<file path="config.mk">
export PLATFORM = sky130hd
export DESIGN_NAME = seq_chunk_adder
export DESIGN_NICKNAME = d
export VERILOG_FILES = /design/src/rtl/seq_chunk_adder_pkg.sv /design/src/rtl/seq_chunk_adder_rca_chunk.sv /design/src/rtl/seq_chunk_adder.sv
export SDC_FILE = /design/constraint.sdc
export NUM_CORES = 1
export LEC_CHECK = 0
export CORE_MARGIN = 2
export CORE_UTILIZATION = 53
export CTS_CLUSTER_DIAMETER = 40
export DETAILED_ROUTE_END_ITERATION = 6
export PLACE_DENSITY = 0.8
export SLEW_MARGIN = 10
export SYNTH_ARGS = -nofsm -noshare
export SYNTH_HDL_FRONTEND = slang
export SYNTH_SLANG_ARGS = --single-unit
</file>
<file path="constraint.sdc">
create_clock -name clk -period 12.2 [get_ports clk]
set_input_delay 1.22 -clock clk [delete_from_list [all_inputs] [get_ports clk]]
set_output_delay 1.22 -clock clk [all_outputs]
set_load 0.05 [all_outputs]
</file>
<file path="src/rtl/seq_chunk_adder_pkg.sv">
// Shared definitions for the sequential chunked adder.
//   state_e     : controller state encoding (IDLE=0, RUN=1)
//   cnt_width() : chunk-counter width, clog2 with a floor of one bit
//   full_add()  : one full-adder cell, returns {carry_out, sum}
package adder_pkg;

  typedef enum logic {
    IDLE = 1'b0,
    RUN  = 1'b1
  } state_e;

  function automatic int cnt_width(input int n);
    return (n <= 1) ? 1 : $clog2(n);
  endfunction

  function automatic logic [1:0] full_add(input logic x, input logic y, input logic c);
    return {(x & y) | (c & (x ^ y)), x ^ y ^ c};
  endfunction

endpackage

</file>
<file path="src/rtl/seq_chunk_adder_rca_chunk.sv">
// Combinational W-bit ripple-carry slice built from full-adder cells.
//   a, b      : slice operands
//   ci        : carry into bit 0
//   s         : slice sum
//   co        : carry out of the top bit
//   c_msb_in  : carry into the top bit (used for signed overflow)
module rca_chunk
  import adder_pkg::*;
#(
  parameter int W = 16
) (
  input  logic [W-1:0] a,
  input  logic [W-1:0] b,
  input  logic         ci,
  output logic [W-1:0] s,
  output logic         co,
  output logic         c_msb_in
);

  logic       c_v;
  logic [1:0] fa_v;

  // Ripple the carry through the full-adder cells, LSB first.
  always_comb begin
    c_v  = ci;
    fa_v = 2'b00;
    s    = '0;
    for (int i = 0; i < W; i++) begin
      fa_v = full_add(a[i], b[i], c_v);
      s[i] = fa_v[0];
      c_v  = fa_v[1];
    end
    co = c_v;
    // Carry into the MSB recovered from its sum bit: s = a ^ b ^ cin.
    c_msb_in = s[W-1] ^ a[W-1] ^ b[W-1];
  end

endmodule

</file>
<file path="src/rtl/seq_chunk_adder.sv">
// Multi-cycle adder/subtractor: WIDTH-bit operands are processed CHUNK bits
// per clock through one shared ripple-carry slice, behind a start/busy/done
// handshake.
//   clk, rst_n      : clock, asynchronous active-low reset
//   start           : launch request, accepted only while busy=0
//   sub, cin        : 0: a+b+cin, 1: a-b (cin ignored)
//   a, b            : operands, captured on accept
//   busy            : operation in progress
//   done            : one-cycle pulse when sum/cout/ovf are updated
//   sum, cout, ovf  : result, carry-out (sub: 1 = no borrow), signed overflow
module seq_chunk_adder
  import adder_pkg::*;
#(
  parameter int WIDTH = 64,
  parameter int CHUNK = 16
) (
  input  logic             clk,
  input  logic             rst_n,
  input  logic             start,
  input  logic             sub,
  input  logic             cin,
  input  logic [WIDTH-1:0] a,
  input  logic [WIDTH-1:0] b,
  output logic             busy,
  output logic             done,
  output logic [WIDTH-1:0] sum,
  output logic             cout,
  output logic             ovf
);

  localparam int NCH = WIDTH / CHUNK;
  localparam int CW  = cnt_width(NCH);
  localparam logic [CW-1:0] LAST = CW'(NCH - 1);

  if ((WIDTH % CHUNK) != 0) begin : g_bad_chunk
    $error("seq_chunk_adder: WIDTH must be a multiple of CHUNK");
  end

  state_e           state_q, state_d;
  logic [CW-1:0]    cnt_q, cnt_d;
  logic [WIDTH-1:0] a_q, a_d;
  logic [WIDTH-1:0] b_q, b_d;
  logic             carry_q, carry_d;
  logic [WIDTH-1:0] part_q, part_d;
  logic [WIDTH-1:0] sum_q, sum_d;
  logic             cout_q, cout_d;
  logic             ovf_q, ovf_d;
  logic             done_q, done_d;

  logic [CHUNK-1:0] op_a_s, op_b_s, slice_s;
  logic             slice_co, slice_cmsb;

  // Select the operand chunk addressed by the counter.
  always_comb begin
    op_a_s = '0;
    op_b_s = '0;
    for (int i = 0; i < NCH; i++) begin
      op_a_s = (cnt_q == CW'(i)) ? a_q[i*CHUNK +: CHUNK] : op_a_s;
      op_b_s = (cnt_q == CW'(i)) ? b_q[i*CHUNK +: CHUNK] : op_b_s;
    end
  end

  rca_chunk #(.W(CHUNK)) u_slice (
    .a        (op_a_s),
    .b        (op_b_s),
    .ci       (carry_q),
    .s        (slice_s),
    .co       (slice_co),
    .c_msb_in (slice_cmsb)
  );

  // Controller next-state and datapath register updates.
  always_comb begin
    state_d = state_q;
    cnt_d   = cnt_q;
    a_d     = a_q;
    b_d     = b_q;
    carry_d = carry_q;
    part_d  = part_q;
    sum_d   = sum_q;
    cout_d  = cout_q;
    ovf_d   = ovf_q;
    done_d  = 1'b0;
    case (state_q)
      IDLE: begin
        if (start) begin
          a_d     = a;
          // Subtraction is a + ~b + 1: invert b here, force the carry-in.
          b_d     = b ^ {WIDTH{sub}};
          carry_d = sub ? 1'b1 : cin;
          cnt_d   = '0;
          state_d = RUN;
        end else begin
          state_d = IDLE;
        end
      end
      RUN: begin
        for (int i = 0; i < NCH; i++) begin
          part_d[i*CHUNK +: CHUNK] = (cnt_q == CW'(i)) ? slice_s : part_q[i*CHUNK +: CHUNK];
        end
        carry_d = slice_co;
        if (cnt_q == LAST) begin
          // part_d already holds the final chunk, so it is the full result.
          sum_d   = part_d;
          cout_d  = slice_co;
          ovf_d   = slice_cmsb ^ slice_co;
          done_d  = 1'b1;
          cnt_d   = '0;
          state_d = IDLE;
        end else begin
          cnt_d   = cnt_q + CW'(1);
          state_d = RUN;
        end
      end
      default: begin
        state_d = IDLE;
        cnt_d   = '0;
      end
    endcase
  end

  // State and datapath registers; reset discards any in-flight operation.
  always_ff @(posedge clk or negedge rst_n) begin
    if (!rst_n) begin
      state_q <= IDLE;
      cnt_q   <= '0;
      a_q     <= '0;
      b_q     <= '0;
      carry_q <= 1'b0;
      part_q  <= '0;
      sum_q   <= '0;
      cout_q  <= 1'b0;
      ovf_q   <= 1'b0;
      done_q  <= 1'b0;
    end else begin
      state_q <= state_d;
      cnt_q   <= cnt_d;
      a_q     <= a_d;
      b_q     <= b_d;
      carry_q <= carry_d;
      part_q  <= part_d;
      sum_q   <= sum_d;
      cout_q  <= cout_d;
      ovf_q   <= ovf_d;
      done_q  <= done_d;
    end
  end

  assign busy = (state_q == RUN);
  assign done = done_q;
  assign sum  = sum_q;
  assign cout = cout_q;
  assign ovf  = ovf_q;

endmodule

</file>
**Word-level counts from Yosys, hierarchy flattened**

Cells that the tools add are included.

- Output and inout bits: 68
- Register bits after elaboration: 263
- Word-level logic and storage cells: 126

- Mux-type cells: 23
- Equality and inequality tests: 4
- Bitwise gates (word level): 85
- Reduce and logical (&&, ||, !) cells: 3
- Add/subtract/negate cells: 1

Operators with widths:

| kind | count |
|---|---|
| $mux 16 | 12 |
| $xor 64x64->64 | 1 |
| $xor 1x1->1 | 35 |
| $and 1x1->1 | 32 |
| $or 1x1->1 | 16 |
| $mux 1 | 6 |
| $eq 2x2->1 const B | 2 |
| $mux 2 | 2 |
| $pmux 1 s2 | 2 |
| $pmux 2 s2 | 1 |
| $reduce_and 2->1 | 2 |
| $add 2x1->2 const B | 1 |
| $eq 2x1->1 const B | 1 |
| $logic_not 2->1 | 1 |
| $ne 2x2->1 const B | 1 |
| $not 1->1 | 1 |

**Depth between registers and ports, before layout**

- Depth in word-level cells: 40
- Mapped depth: 32
- Gate-level depth less buffers: 30

**Cells and area by module**

A second synthesis with hierarchy kept.

- Cell total of the unflattened synthesis: 967
- Area, all modules: 11,584.9 µm²

Modules (own cells, without submodules):

| module | cells each | area an instance (µm²) | times used |
|---|---|---|---|
| seq_chunk_adder | 940 | 11,203.2 | 1 |
| rca_chunk | 27 | 381.6 | 1 |

**Worst setup path before layout**

OpenSTA, ideal clock, no wires.

- Kind: reg2reg
- Start point: register cnt_q[0]
- End point: register ovf_q (netlist: ovf)
- Setup time: 0.082 ns
- Required time: 12.118 ns
- Clock period less this slack: 8.956 ns
- Path buffers: 2
- Slack: 3.244 ns
- Stages on the path, launching flop included: 32
- Arrival time: 8.874 ns
- Path through: dfrtp_1 -> inv_1 -> ha_1 -> buf_2 -> buf_4 -> a221oi_1 -> nor3_1 -> a21oi_1 -> fa_1 -> inv_1 -> fa_1 -> inv_1 -> fa_1 -> fa_1 -> fa_1 -> fa_1 -> fa_1 -> fa_1 -> fa_1 -> fa_1 -> fa_1 -> fa_1 -> fa_1 -> inv_1 -> fa_1 -> inv_1 -> fa_1 -> fa_1 -> xnor2_1 -> xnor2_1 -> or3_1 -> a31oi_1

- Cells in the longest elaborated chain, start to end: 40
- Elaborated cells between the ends (all ways): 81
- Classes of those cells: eq/ne: 3; mux: 8; bitwise: 68; reduce/logical: 2

Ends and longest elaborated chain:

| item | line | source |
|---|---|---|
| start: declaration | seq_chunk_adder.sv:40 | `logic [CW-1:0] cnt_q, cnt_d;` |
| start signal: assignment | seq_chunk_adder.sv:137 | `cnt_q <= cnt_d;` |
| $logic_not 2->1 | seq_chunk_adder.sv:58, seq_chunk_adder.sv:59 |  |
| $mux 16 (on tied branches) (4 in series) | seq_chunk_adder.sv:58, seq_chunk_adder.sv:59 |  |
| $xor 1x1->1 | seq_chunk_adder_pkg.sv:17 | `return {(x & y) \| (c & (x ^ y)), x ^ y ^ c};` |
| $and 1x1->1 | seq_chunk_adder_pkg.sv:17 |  |
| $or 1x1->1 | seq_chunk_adder_pkg.sv:17 |  |
| $and 1x1->1 | seq_chunk_adder_pkg.sv:17 |  |
| $or 1x1->1 | seq_chunk_adder_pkg.sv:17 |  |
| $and 1x1->1 | seq_chunk_adder_pkg.sv:17 |  |
| [20 not listed] | n/a |  |
| $or 1x1->1 | seq_chunk_adder_pkg.sv:17 |  |
| $and 1x1->1 | seq_chunk_adder_pkg.sv:17 |  |
| $or 1x1->1 | seq_chunk_adder_pkg.sv:17 |  |
| $and 1x1->1 | seq_chunk_adder_pkg.sv:17 |  |
| $or 1x1->1 | seq_chunk_adder_pkg.sv:17 |  |
| $xor 1x1->1 | seq_chunk_adder_pkg.sv:17 |  |
| $xor 1x1->1 (2 in series) | seq_chunk_adder_rca_chunk.sv:35 | `c_msb_in = s[W-1] ^ a[W-1] ^ b[W-1];` |
| $xor 1x1->1 | seq_chunk_adder.sv:106 | `ovf_d = slice_cmsb ^ slice_co;` |
| end signal: assignment | seq_chunk_adder.sv:144 | `ovf_q <= ovf_d;` |
| end: declaration | seq_chunk_adder.sv:47 | `logic ovf_q, ovf_d;` |

Several ways; a longest one is shown, not always the timed one.
A chain may end at the register's enable or synchronous reset.

**Worst setup path in the final report**

- Start point: register cnt_q[1]
- End point: register ovf_q (netlist: ovf)

Same word-level chain as after synthesis.

==> impl_metrics.env <==
export IMPL_cts_hold_buf=0
export IMPL_hpwl_um=18960
export IMPL_critPathMaxFanout=82
export IMPL_synth_edf_count=0
export IMPL_yosysMostFrequentCell="dfrtp_1"
export IMPL_crit_required_ps=12660
export IMPL_initial_core_util_pct=54.39
export IMPL_cts_path_max_buffers=3
export IMPL_ys_async_sr_fraction_pct=100.0
export IMPL_slowest_stage="ha_4"
export IMPL_worst_ir_drop_vdd_mv=0.2190
export IMPL_dr_pass1_iters=5
export IMPL_yosys_most_used_dff="dfrtp_1"
export IMPL_slew_headroom_pct=24.70
export IMPL_nFillCells=1610
export IMPL_setup_viol=0
export IMPL_root_buffer="clkbuf_16"
export IMPL_drc=0
export IMPL_cts_setup_buffers=0
export IMPL_numPortBuffers=200
export IMPL_die_area_um2=22980
export IMPL_fp_coreArea_um2=21220
export IMPL_via_per_inst=5.492
export IMPL_clock_fmax_mhz=100.9
export IMPL_rsz0062_at_grt="false"
export IMPL_maxCapViolCount=0
export IMPL_syn_area_um2=11540
export IMPL_status="complete, no violations"
export IMPL_dp_slack_ps=2379
export IMPL_cp_start_kind="register"
export IMPL_p_int_w=0.002717
export IMPL_h_tree_depth=1
export IMPL_insertion_delay_ps=540
export IMPL_report_final_slew_viol_count=0
export IMPL_pwr_share_seq_pct=29.3
export IMPL_setup_tns_ps=0
export IMPL_ant_nets=0
export IMPL_power_share_clock_pct=17.8
export IMPL_synth_area_leader_cell="dfrtp_1"
export IMPL_clock_sinks=247
export IMPL_nets=1396
export IMPL_overflow=0
export IMPL_fin_cells=1541
export IMPL_cts_tree="built"
export IMPL_layout_drive_gt1_share_pct=10.51
export IMPL_place_congestion=0.7948
export IMPL_switching_share_pct=45.22
export IMPL_totalWireLength_um=27930
export IMPL_grt_antenna_before_repair=0
export IMPL_p_sw_w=0.002243
export IMPL_post_place_cells=1485
export IMPL_finalClockSkew_ps=10.44
export IMPL_synth_top_area_share_pct=53.55
export IMPL_synthDistinctLibCells=29
export IMPL_cts_resized=0
export IMPL_ys_seq_area_share_pct=53.55
export IMPL_synth_cells=1090
export IMPL_slowest_delay_ps=800
export IMPL_ios=201
export IMPL_whs_ps=475.1
export IMPL_die_x_um=151.6
export IMPL_wire_per_inst_um=18.12
export IMPL_vias=8463
export IMPL_first_global_vias=8505
export IMPL_grt_pass1_wl_um=44830
export IMPL_finalHoldViolCount=0
export IMPL_cts_clk_slew_worst_paths_ps=60
export IMPL_postSynthNetCount=1243
export IMPL_grt_use_total_pct=25.00
export IMPL_crit_arrival_ps=10370
export IMPL_critical_path_class="reg -> reg"
export IMPL_setup_slack_ps=2292
export IMPL_diodes=0
export IMPL_crit_top_cell="fa_1"
export IMPL_syn2layout_area_growth_pct=25.66
export IMPL_power_w=0.004961
export IMPL_worst_pin_slew_ps=1129
export IMPL_end_kind="register"
export IMPL_die_h_um=151.6
export IMPL_comb_power_share_pct=52.9
export IMPL_drtIter0Drc=617
export IMPL_num_rows=53
export IMPL_synthTopCellsByArea="dfrtp_1 54%, o21ai_0 7.8%, mux2_2 6.5%"
export IMPL_synth_seq_cells=247
export IMPL_hp_class="reg -> reg"
export IMPL_cts_buffers=31
export IMPL_netlist_top_cells_count="247 x dfrtp_1, 197 x nand2_1, 180 x o21ai_0, 67 x mux2_2, 66 x xnor2_1"
export IMPL_avgSynthCellArea_um2=10.59
export IMPL_yosysWarnings=0
export IMPL_grt_max_degree=130
export IMPL_fin_crit_sh_pct=81.21
export IMPL_p_leak_nw=6.187
export IMPL_min_period_ps=9908
export IMPL_power_density_nw_per_um2=342.0
critical path: cells and delay by family, from the launching register on:
family	cells	cell delay, ps
compound gates	3	480
simple gates	2	500
buf+inv	5	480
xor+xnor	2	290
flops	1	440
fa+ha+maj	17	7610
state kept, by name (all words and copies together) (netlist names), 2 cells and up:
| signal | cells |
|---|---|
| part_q | 48 |
| sum | 64 |
| b_q | 64 |
| cnt_q | 2 |
| a_q | 64 |
power groups by stage:
stage	combinational, W	clock, W	sequential [W]
after floorplan	0.00153	0	0.00170
after global placement	0.00252	0	0.00144
after detailed placement	0.00259	0	0.00146
after CTS	0.00263	0.000891	0.00145
after global routing	0.00289	0.000926	0.00150
final	0.00262	0.000884	0.00145
layout make-up:
| cell class | instances | area [um2] | area share, % |
|---|---|---|---|
| Multi-Input combinational cell | 738 | 4857 | 33.49 |
| Clock inverter | 18 | 182.7 | 1.259 |
| Clock buffer | 38 | 822.0 | 5.668 |
| Inverter | 20 | 75.07 | 0.5176 |
| Tap cell | 275 | 344.1 | 2.372 |
| Timing Repair Buffer | 205 | 2042 | 14.08 |
| Sequential cell | 247 | 6181 | 42.62 |
path summary, 6_finish.rpt:
path	startpoint	endpoint	slack (ps)	depth (start not counted)
min in group asynchronous	rst_n	part_q[17]	710	1
max in group asynchronous	rst_n	a_q[16]	10060	2
min	part_q[37]	part_q[37]	480	2
max reg2reg	cnt_q[1]	ovf	2290	29
min reg2reg	part_q[37]	part_q[37]	480	2
max	cnt_q[1]	ovf	2290	29
cells in the final DEF, fill, tap and decap left out, drive strengths merged, types with 36 or more instances in the layout:
cell,instances
nor2b,54
a21oi,36
clkbuf,38
clkdlybuf4s50,198
mux2,70
dfrtp,247
o21ai,183
mux2i,43
nand2,197
xnor2,66
kinds of logic (layout without fill, tap and decap cells):
kind of cell               after synthesis  count (layout)  share of synthesized area (%)
xor gates and xnor gates                66              66                          5.008
AOI/OAI and AO/OA                      249             249                          11.74
buffers and inverters                  105             281                          4.694
DFF                                    247             247                          53.55
muxes                                  113             113                          10.56
adders and majority gates               20              20                          3.209
and+or+nand+nor                        290             290                          11.24
routing by layer:
layer	GRT usage [%]	share of wire [%]	vias to the layer above
li1	-	-	3994
met4	8.056	3.2	0
met1	34.99	43	4112
met5	0	0	-
met3	3.234	5.9	57
met2	40.90	48	300
through the flow:
step           utilization, %  cell area [um2]
5_1_grt                 68.35            14500
2_1_floorplan               -            11540
4_1_cts                 68.35            14500
6_report                68.35            14500
3_3_place_gp            63.61            13500
3_5_place_dp            63.61            13500
Note: power is estimated with default switching activity, not from simulation.
